==> config.mk <==
export PLATFORM = sky130hd
export DESIGN_NAME = bus_arbiter
export DESIGN_NICKNAME = d
export VERILOG_FILES = /design/src/rtl/bus_arbiter.sv
export SDC_FILE = /design/constraint.sdc
export NUM_CORES = 1
export LEC_CHECK = 0
export CORE_MARGIN = 3
export CORE_UTILIZATION = 45
export DETAILED_ROUTE_END_ITERATION = 8
export GPL_ROUTABILITY_DRIVEN = 0
export PLACE_DENSITY_LB_ADDON = 0.3
export SETUP_SLACK_MARGIN = 0.4
export SLEW_MARGIN = 0
export SYNTH_ARGS = -nofsm -noshare
export SYNTH_HDL_FRONTEND = slang
export SYNTH_HIERARCHICAL = 1
export SYNTH_SLANG_ARGS = --single-unit
==> constraint.sdc <==
create_clock -name clk -period 6.15 [get_ports clk]
set_input_delay 1.845 -clock clk [delete_from_list [all_inputs] [get_ports clk]]
set_output_delay 1.845 -clock clk [all_outputs]
set_load 0.01 [all_outputs]
==> src/rtl/bus_arbiter.sv <==
// bus_arbiter: two-master round-robin arbiter and transaction sequencer in
// front of a Wishbone-style system bus master port.
//
//   m0 (instruction fetch) / m1 (data memory):
//     mX_req_i, mX_addr_i, mX_data_i, mX_we_i   request side, held until ack/err
//     mX_data_o, mX_ack_o, mX_err_o             one-cycle response, granted master only
//   bus side:
//     bus_addr_o, bus_data_o, bus_we_o, bus_select_o (16-bit one-hot slave select)
//     bus_data_i, bus_ack_i
//   status:
//     grant_o (one-hot owner, 0 in IDLE), busy_o (BUSY or RESP)
//
// Flow: IDLE samples requests and latches the winner, BUSY holds the bus until
// ack or TIMEOUT cycles, RESP returns one ack/err pulse and goes back to IDLE.
// Every output is a flop; reset is synchronous, active-high.

// Per-master response register: one-cycle ack/err pulse with read data.
// data_o is zero except while ack_o is high; ack takes priority over err.
module bus_arbiter_rsp (
    input  logic        clk,
    input  logic        rst,
    input  logic        ack_set_i,
    input  logic        err_set_i,
    input  logic [31:0] data_i,
    output logic        ack_o,
    output logic        err_o,
    output logic [31:0] data_o
);
    logic        ack_q;
    logic        err_q;
    logic [31:0] data_q;

    always_ff @(posedge clk) begin
        if (rst) begin
            ack_q  <= 1'b0;
            err_q  <= 1'b0;
            data_q <= '0;
        end else begin
            ack_q  <= ack_set_i;
            err_q  <= err_set_i & ~ack_set_i;
            data_q <= ack_set_i ? data_i : '0;
        end
    end

    assign ack_o  = ack_q;
    assign err_o  = err_q;
    assign data_o = data_q;
endmodule

module bus_arbiter #(
    parameter int unsigned TIMEOUT    = 16,
    parameter int unsigned NUM_SLAVES = 8
) (
    input  logic        clk,
    input  logic        rst,
    // master 0: instruction fetch
    input  logic        m0_req_i,
    input  logic [31:0] m0_addr_i,
    input  logic [31:0] m0_data_i,
    input  logic        m0_we_i,
    output logic [31:0] m0_data_o,
    output logic        m0_ack_o,
    output logic        m0_err_o,
    // master 1: data memory
    input  logic        m1_req_i,
    input  logic [31:0] m1_addr_i,
    input  logic [31:0] m1_data_i,
    input  logic        m1_we_i,
    output logic [31:0] m1_data_o,
    output logic        m1_ack_o,
    output logic        m1_err_o,
    // system bus
    output logic [31:0] bus_addr_o,
    output logic [31:0] bus_data_o,
    output logic        bus_we_o,
    output logic [15:0] bus_select_o,
    input  logic [31:0] bus_data_i,
    input  logic        bus_ack_i,
    // status
    output logic [1:0]  grant_o,
    output logic        busy_o
);
    localparam int         NUM_M    = 2;
    localparam logic [7:0] CNT_LAST = 8'(TIMEOUT - 1);
    localparam logic [4:0] SLV_LIM  = 5'(NUM_SLAVES);

    typedef enum logic [1:0] {
        S_IDLE = 2'd0,
        S_BUSY = 2'd1,
        S_RESP = 2'd2
    } state_t;

    // Master request side gathered into packed per-master arrays.
    logic [NUM_M-1:0]       req;
    logic [NUM_M-1:0][31:0] addr;
    logic [NUM_M-1:0][31:0] wdata;
    logic [NUM_M-1:0]       we;

    assign req   = {m1_req_i, m0_req_i};
    assign addr  = {m1_addr_i, m0_addr_i};
    assign wdata = {m1_data_i, m0_data_i};
    assign we    = {m1_we_i, m0_we_i};

    state_t           state_q, state_d;
    logic             last_q, last_d;       // index of the master granted last
    logic [NUM_M-1:0] grant_q, grant_d;
    logic             busy_q, busy_d;
    logic [31:0]      bus_addr_q, bus_addr_d;
    logic [31:0]      bus_data_q, bus_data_d;
    logic             bus_we_q, bus_we_d;
    logic [15:0]      bus_sel_q, bus_sel_d;
    logic [7:0]       cnt_q, cnt_d;

    logic             win;
    logic [3:0]       idx;
    logic [NUM_M-1:0] rsp_ack;
    logic [NUM_M-1:0] rsp_err;

    always_comb begin
        state_d    = state_q;
        last_d     = last_q;
        grant_d    = grant_q;
        busy_d     = busy_q;
        bus_addr_d = bus_addr_q;
        bus_data_d = bus_data_q;
        bus_we_d   = bus_we_q;
        bus_sel_d  = bus_sel_q;
        cnt_d      = cnt_q;
        win        = 1'b0;
        idx        = 4'd0;
        rsp_ack    = '0;
        rsp_err    = '0;

        case (state_q)
            S_IDLE: begin
                if (|req) begin
                    // On a tie the master not granted last wins; otherwise the
                    // single requester (req==01 -> 0, req==10 -> 1).
                    win     = (req == 2'b11) ? ~last_q : req[1];
                    idx     = addr[win][31:28];
                    last_d  = win;
                    grant_d = 2'b01 << win;
                    busy_d  = 1'b1;
                    if ({1'b0, idx} < SLV_LIM) begin
                        bus_sel_d  = 16'h0001 << idx;
                        bus_addr_d = addr[win];
                        bus_data_d = wdata[win];
                        bus_we_d   = we[win];
                        cnt_d      = 8'd0;
                        state_d    = S_BUSY;
                    end else begin
                        // Unmapped: never touches the bus, straight to error.
                        rsp_err[win] = 1'b1;
                        state_d      = S_RESP;
                    end
                end
            end

            S_BUSY: begin
                cnt_d = cnt_q + 8'd1;
                // Ack is checked first so a last-cycle ack beats the timeout.
                if (bus_ack_i || (cnt_q == CNT_LAST)) begin
                    if (bus_ack_i) begin
                        rsp_ack = grant_q;
                    end else begin
                        rsp_err = grant_q;
                    end
                    bus_sel_d  = '0;
                    bus_we_d   = 1'b0;
                    bus_addr_d = '0;
                    bus_data_d = '0;
                    state_d    = S_RESP;
                end
            end

            S_RESP: begin
                // Requests are not sampled here; the master drops req on the
                // edge that shows it ack/err, so IDLE never re-grants it.
                grant_d = '0;
                busy_d  = 1'b0;
                state_d = S_IDLE;
            end

            default: begin
                state_d    = S_IDLE;
                grant_d    = '0;
                busy_d     = 1'b0;
                bus_sel_d  = '0;
                bus_we_d   = 1'b0;
                bus_addr_d = '0;
                bus_data_d = '0;
            end
        endcase
    end

    always_ff @(posedge clk) begin
        if (rst) begin
            state_q    <= S_IDLE;
            last_q     <= 1'b1;             // m0 wins the first tie
            grant_q    <= '0;
            busy_q     <= 1'b0;
            bus_addr_q <= '0;
            bus_data_q <= '0;
            bus_we_q   <= 1'b0;
            bus_sel_q  <= '0;
            cnt_q      <= '0;
        end else begin
            state_q    <= state_d;
            last_q     <= last_d;
            grant_q    <= grant_d;
            busy_q     <= busy_d;
            bus_addr_q <= bus_addr_d;
            bus_data_q <= bus_data_d;
            bus_we_q   <= bus_we_d;
            bus_sel_q  <= bus_sel_d;
            cnt_q      <= cnt_d;
        end
    end

    // Response registers, one per master.
    logic [NUM_M-1:0]       m_ack;
    logic [NUM_M-1:0]       m_err;
    logic [NUM_M-1:0][31:0] m_rdata;

    for (genvar g = 0; g < NUM_M; g++) begin : g_rsp
        bus_arbiter_rsp u_rsp (
            .clk       (clk),
            .rst       (rst),
            .ack_set_i (rsp_ack[g]),
            .err_set_i (rsp_err[g]),
            .data_i    (bus_data_i),
            .ack_o     (m_ack[g]),
            .err_o     (m_err[g]),
            .data_o    (m_rdata[g])
        );
    end

    assign m0_ack_o     = m_ack[0];
    assign m0_err_o     = m_err[0];
    assign m0_data_o    = m_rdata[0];
    assign m1_ack_o     = m_ack[1];
    assign m1_err_o     = m_err[1];
    assign m1_data_o    = m_rdata[1];

    assign bus_addr_o   = bus_addr_q;
    assign bus_data_o   = bus_data_q;
    assign bus_we_o     = bus_we_q;
    assign bus_select_o = bus_sel_q;
    assign grant_o      = grant_q;
    assign busy_o       = busy_q;
endmodule
==> results of run 1 <==
## stage by stage
step / power [mW] / utilization [%] / hold slack, ns / instances / worst slack [ns]
CTS: 2.73 / 72.2 / 0.486 / 1204 / 2.26
detailed placement: 1.68 / 68.3 / 0.475 / 1172 / 1.84
global route: 2.81 / 72.2 / 0.506 / 1204 / 2.09
global placement: 1.68 / 68.3 / 0.465 / 1172 / 1.89
finish: 2.70 / 72.2 / 0.482 / 1204 / 2.27
floorplan: 1.42 / - / 0.445 / 722 / 2.94
## cell families after synthesis
logic type	after synthesis	share of synthesized area [%]
buffers and inverters	63	4.57
adders and majority gates	1	0.181
DFF	163	47.3
and+or+nand+nor	321	27.0
AOI/OAI and AO/OA	94	8.16
muxes	80	12.8
## routing by layer
metal,routed length [microns],vias to the layer above,track usage (%)
li1,-,3031,-
met1,8180,2803,26.0
met5,0,-,0
met3,1860,21,8.96
met4,334,0,7.64
met2,9870,240,39.9
## flip-flops by register name, indices dropped and copies added, names as in the netlist, 2 cells and up
register	count
g_rsp.u_rsp/err_o	2
bus_addr_o	32
bus_select_o	16
grant_o	2
state_q	2
g_rsp.u_rsp/ack_o	2
g_rsp.u_rsp/data_o	64
bus_data_o	32
cnt_q	8
## cells in the final DEF, fill, tap and decap left out, drive strengths merged, types with 3 or more instances in the layout
cell type / count
clkdlybuf4s50: 317
dfxtp: 163
nand2: 130
and3b: 73
a21oi: 69
mux2: 68
nor2b: 67
clkbuf: 19
mux2i: 12
nor2: 10
nand2b: 10
nand4b: 9
inv: 9
buf: 7
clkinvlp: 5
and3: 4
nor3: 4
a211oi: 4
nor4: 3
nand3: 3
o21a: 3
or3: 3
## layout make-up
class,instances,area (sq um),area share [%]
inverter,5,18.8,0.176
tap,184,230,2.16
clock inverter,13,151,1.42
timing repair buffer,324,3230,30.3
multi-input combinational,496,3340,31.3
sequential,163,3260,30.6
clock buffer,19,433,4.06
## critical path: stages
cell and delay [ns]:
clkdlybuf4s50_1 0.52, a21boi_4 0.22, mux2i_1 0.23, a221o_4 0.86
buf_4 0.31, mux2i_1 0.21
## report_power, final
group	internal, mW	switching, mW	total, mW
combinational	0.287	0.229	0.516
sequential	1.11	0.0320	1.14
clock	0.606	0.438	1.04
total	2.00	0.699	2.70
## path summary, 6_finish.rpt
kind,startpoint,endpoint,slack [ns]
max,m0_req_i,bus_select_o[5],2.27
min,bus_select_o[7],bus_select_o[7],0.48
max reg2reg,state_q[1],bus_select_o[5],3.32
min reg2reg,bus_select_o[7],bus_select_o[7],0.48
==> metrics.cfg, run 1 <==
[yosys]
yosysWarnings = 6
syn_avg_cell_area_sq_um = 9.56
synthesis.nets = 890
yosysTopAreaCellShare_pct = 47.3
ys_top_cells_by_area = dfxtp_1 (47%), mux2_1 (10%), and3b_1 (9.3%)
synth.most_common_cell = dfxtp_1
synth-seq-area-share_pct = 47.3
synth-seq-cells = 163
synth_edf_count = 0
ys_async_sr_fraction_pct = 0
synthTopCellsByCount = dfxtp_1 (163), nand2_1 (130), and3b_1 (73)
synth_cell_types = 41
synth_cells = 722
syn-cell-area_sq_um = 6900
yosysTopAreaCell = dfxtp_1
yosys_most_used_dff = dfxtp_1

[timing]
period_share_pct = 63.1
final_max_slew_viol_count = 0
grt_setup_unrepaired = no
fin_crit_ns = 3.88
final-hold-violation-count = 0
setup_viol = 0
clock.fmax_mhz = 257
tightestPinTransition_ns = 1.15
clock_skew_ns = 0.00668
slew_headroom_pct = 23.2
finalSetupTns_ns = 0

[cells_and_area]
drive_gt1_share_pct = 4.51
num-fill-cells = 1114
finalInstanceArea_sq_um = 10700
syn_to_final_growth_pct = 54.4
antenna_cells = 0
fin_nets = 1175

[routing]
drtIter0Drc = 282
num_vias = 6095
antenna_left = 0
drtPass1Iterations = 5
drcViolationCount = 0
routed_wl_microns = 20300
via_per_inst = 5.06
wl_per_cell_microns = 16.8

[worst_setup_path]
crit_fanout = 77
worstPathArrival_ns = 4.23
start_kind = primary input
rr_worst_depth = 5
crit_required_ns = 6.49
setup.worst_path.class = primary input to register
cp-end-kind = register

[clocking]
numCtsBuffers = 17
postCtsSetupRepairBufs = 0
htree_levels = 4
cts_tree = built
cts.sinks = 163
clkSlewWorstSetupHoldPaths_ns = 0.07
root_buffer = clkbuf_16
clk-insertion-delay-late_ns = 0.41
clk_path_buf_depth = 2
cts_resized = 0
hold_buffers = 0

[die]
die_w_microns = 130
rows = 44
initial_core_util_pct = 46.8
coreArea_sq_um = 14800
ios = 319
die_area_sq_um = 16900
die_h_microns = 130

[global_route]
globalRouteTotalUtil_pct = 23.0
grt_pass1_wl_microns = 30300
grt_max_degree = 94
antenna_found_initial = 0
grt_overflow = 0
grt_pass1_vias = 5840

[hold_path]
min_path_cells = 2
hp-class = register to register

[power_and_ir_drop]
cellPowerDensity_nw_per_um2 = 254
peakVddDrop_v = 0.000173
p_leak_nw = 4.52

[flow_run]
drv_cap = 0

[placed_design]
hpwlAfterDp_microns = 14100
io_buffers = 318
place_area_sq_um = 10100

[run_status]
run_status = finished clean

Note: power is estimated with default switching activity, not from simulation.
==> run 2: changes to the inputs <==
CORE_UTILIZATION = 42   (was 45)
clock period = 4 ns   (was 6.15 ns; I/O delays follow)
==> metrics.cfg, run 2 (synthesis results as in run 1) <==
[cells_and_area]
drive_gt1_share_pct = 5.17
num-fill-cells = 1330
fin_nets = 1180
multi_input_area_sq_um = 3340
layout_commonest_cell = clkdlybuf4s50_1
syn_to_final_growth_pct = 56.4
largest_reg_flops = 64
regArea_sq_um = 3260
layout_common_cells = clkdlybuf4s50_1 (317), dfxtp_1 (163), nand2_1 (130)
antenna_cells = 0

[die]
ios = 319
die_w_microns = 134
die_area_sq_um = 18000
die_h_microns = 134
rows = 46
coreArea_sq_um = 16000
initial_core_util_pct = 43.1

[global_route]
grt_pass1_wl_microns = 31300
globalRouteTotalUtil_pct = 22.2
grt_pass1_vias = 5903
antenna_found_initial = 0
grt_overflow = 0
grt_max_degree = 175

[clocking]
cts.sinks = 163
postCtsSetupRepairBufs = 0
clkSlewWorstSetupHoldPaths_ns = 0.06
hold_buffers = 0
numCtsBuffers = 17
root_buffer = clkbuf_16
cts_tree = built
clk_path_buf_depth = 2
cts_resized = 0
htree_levels = 4
clk-insertion-delay-late_ns = 0.42

[worst_setup_path]
cp-end-kind = register
crit_required_ns = 4.28
worstPathArrival_ns = 3.39
setup.worst_path.class = primary input to register
start_kind = primary input
crit_fanout = 45

[placed_design]
io_buffers = 318
hpwlAfterDp_microns = 14800

[timing]
clock_skew_ns = 0.0114
grt_setup_unrepaired = no
final_max_slew_viol_count = 0
finalSetupTns_ns = 0
fin_crit_ns = 3.11
whs_ns = 0.479
slew_headroom_pct = 57.2
period_share_pct = 77.7
tightestPinTransition_ns = 0.641
final-hold-violation-count = 0
setup_viol = 0
clock.fmax_mhz = 322

[routing]
wl_per_cell_microns = 16.8
num_vias = 6118
drcViolationCount = 0
drtIter0Drc = 248
via_per_inst = 4.93
antenna_left = 0
drtPass1Iterations = 5
routed_wl_microns = 20900

[power_and_ir_drop]
peakVddDrop_v = 0.000286
cellPowerDensity_nw_per_um2 = 389
p_leak_nw = 4.58

[hold_path]
hp-class = register to register

[flow_run]
drv_cap = 0

[run_status]
run_status = finished clean

run 2: cell count changes in the layout (fill, tap and decap cells not counted):
cell        previous run  this run
inv_6                  2         5
clkbuf_1               2         0
buf_4                  7         8
clkinvlp_4             5         4
clkinv_2               1         2
clkinv_4               1         0
inv_8                  2         1
clkinv_8               0         1
buf_12                 0         4
run 2: area by class of cell:
cell class	instances	area share, %
clock inverters	15	1.59
clock buffers	17	3.94
well taps	216	2.50
inverters	5	0.174
multi-input cells	496	30.9
repair buffers	329	30.7
flip-flops and latches	163	30.2
run 2: per-stage QoR:
stage	area [sq um]	cells	util, %	power, mW	worst slack, ns
floorplan	6900	722	-	2.19	1.43
global placement	10200	1209	63.8	2.60	0.509
detailed placement	10200	1209	63.8	2.61	0.467
CTS	10800	1241	67.5	4.25	0.916
global route	10800	1241	67.5	4.38	0.774
finish	10800	1241	67.5	4.20	0.891
run 2: layer usage:
| metal | up-vias | GRT usage, % | part of all wire, % |
|---|---|---|---|
| met1 | 2807 | 25.2 | 41 |
| li1 | 3042 | - | - |
| met5 | - | 0 | 0 |
| met2 | 244 | 38.1 | 49 |
| met3 | 25 | 8.55 | 9.2 |
| met4 | 0 | 7.47 | 1.5 |
run 2: path summary, 6_finish.rpt:
path	slack, ns	to	cells after the start	from
setup reg to reg	1.50	bus_data_o[7]	5	state_q[1]
hold / removal	0.48	bus_select_o[2]	2	bus_select_o[2]
setup / recovery	0.89	bus_select_o[2]	7	m0_req_i
hold reg to reg	0.48	bus_select_o[2]	2	bus_select_o[2]
run 2: worst max-delay path: stages:
cell and delay, ns:
clkdlybuf4s50_1 0.51, a21boi_4 0.20, buf_4 0.47, buf_4 0.39, mux2_2 0.42, nand4b_1 0.10
mux2i_1 0.07
run 2: report_power, final:
group,leakage [nW],switching [mW],internal [mW],total (mW)
registers,1.32,0.0484,1.71,1.76
clock network,0.282,0.691,0.936,1.63
logic,2.97,0.362,0.455,0.817
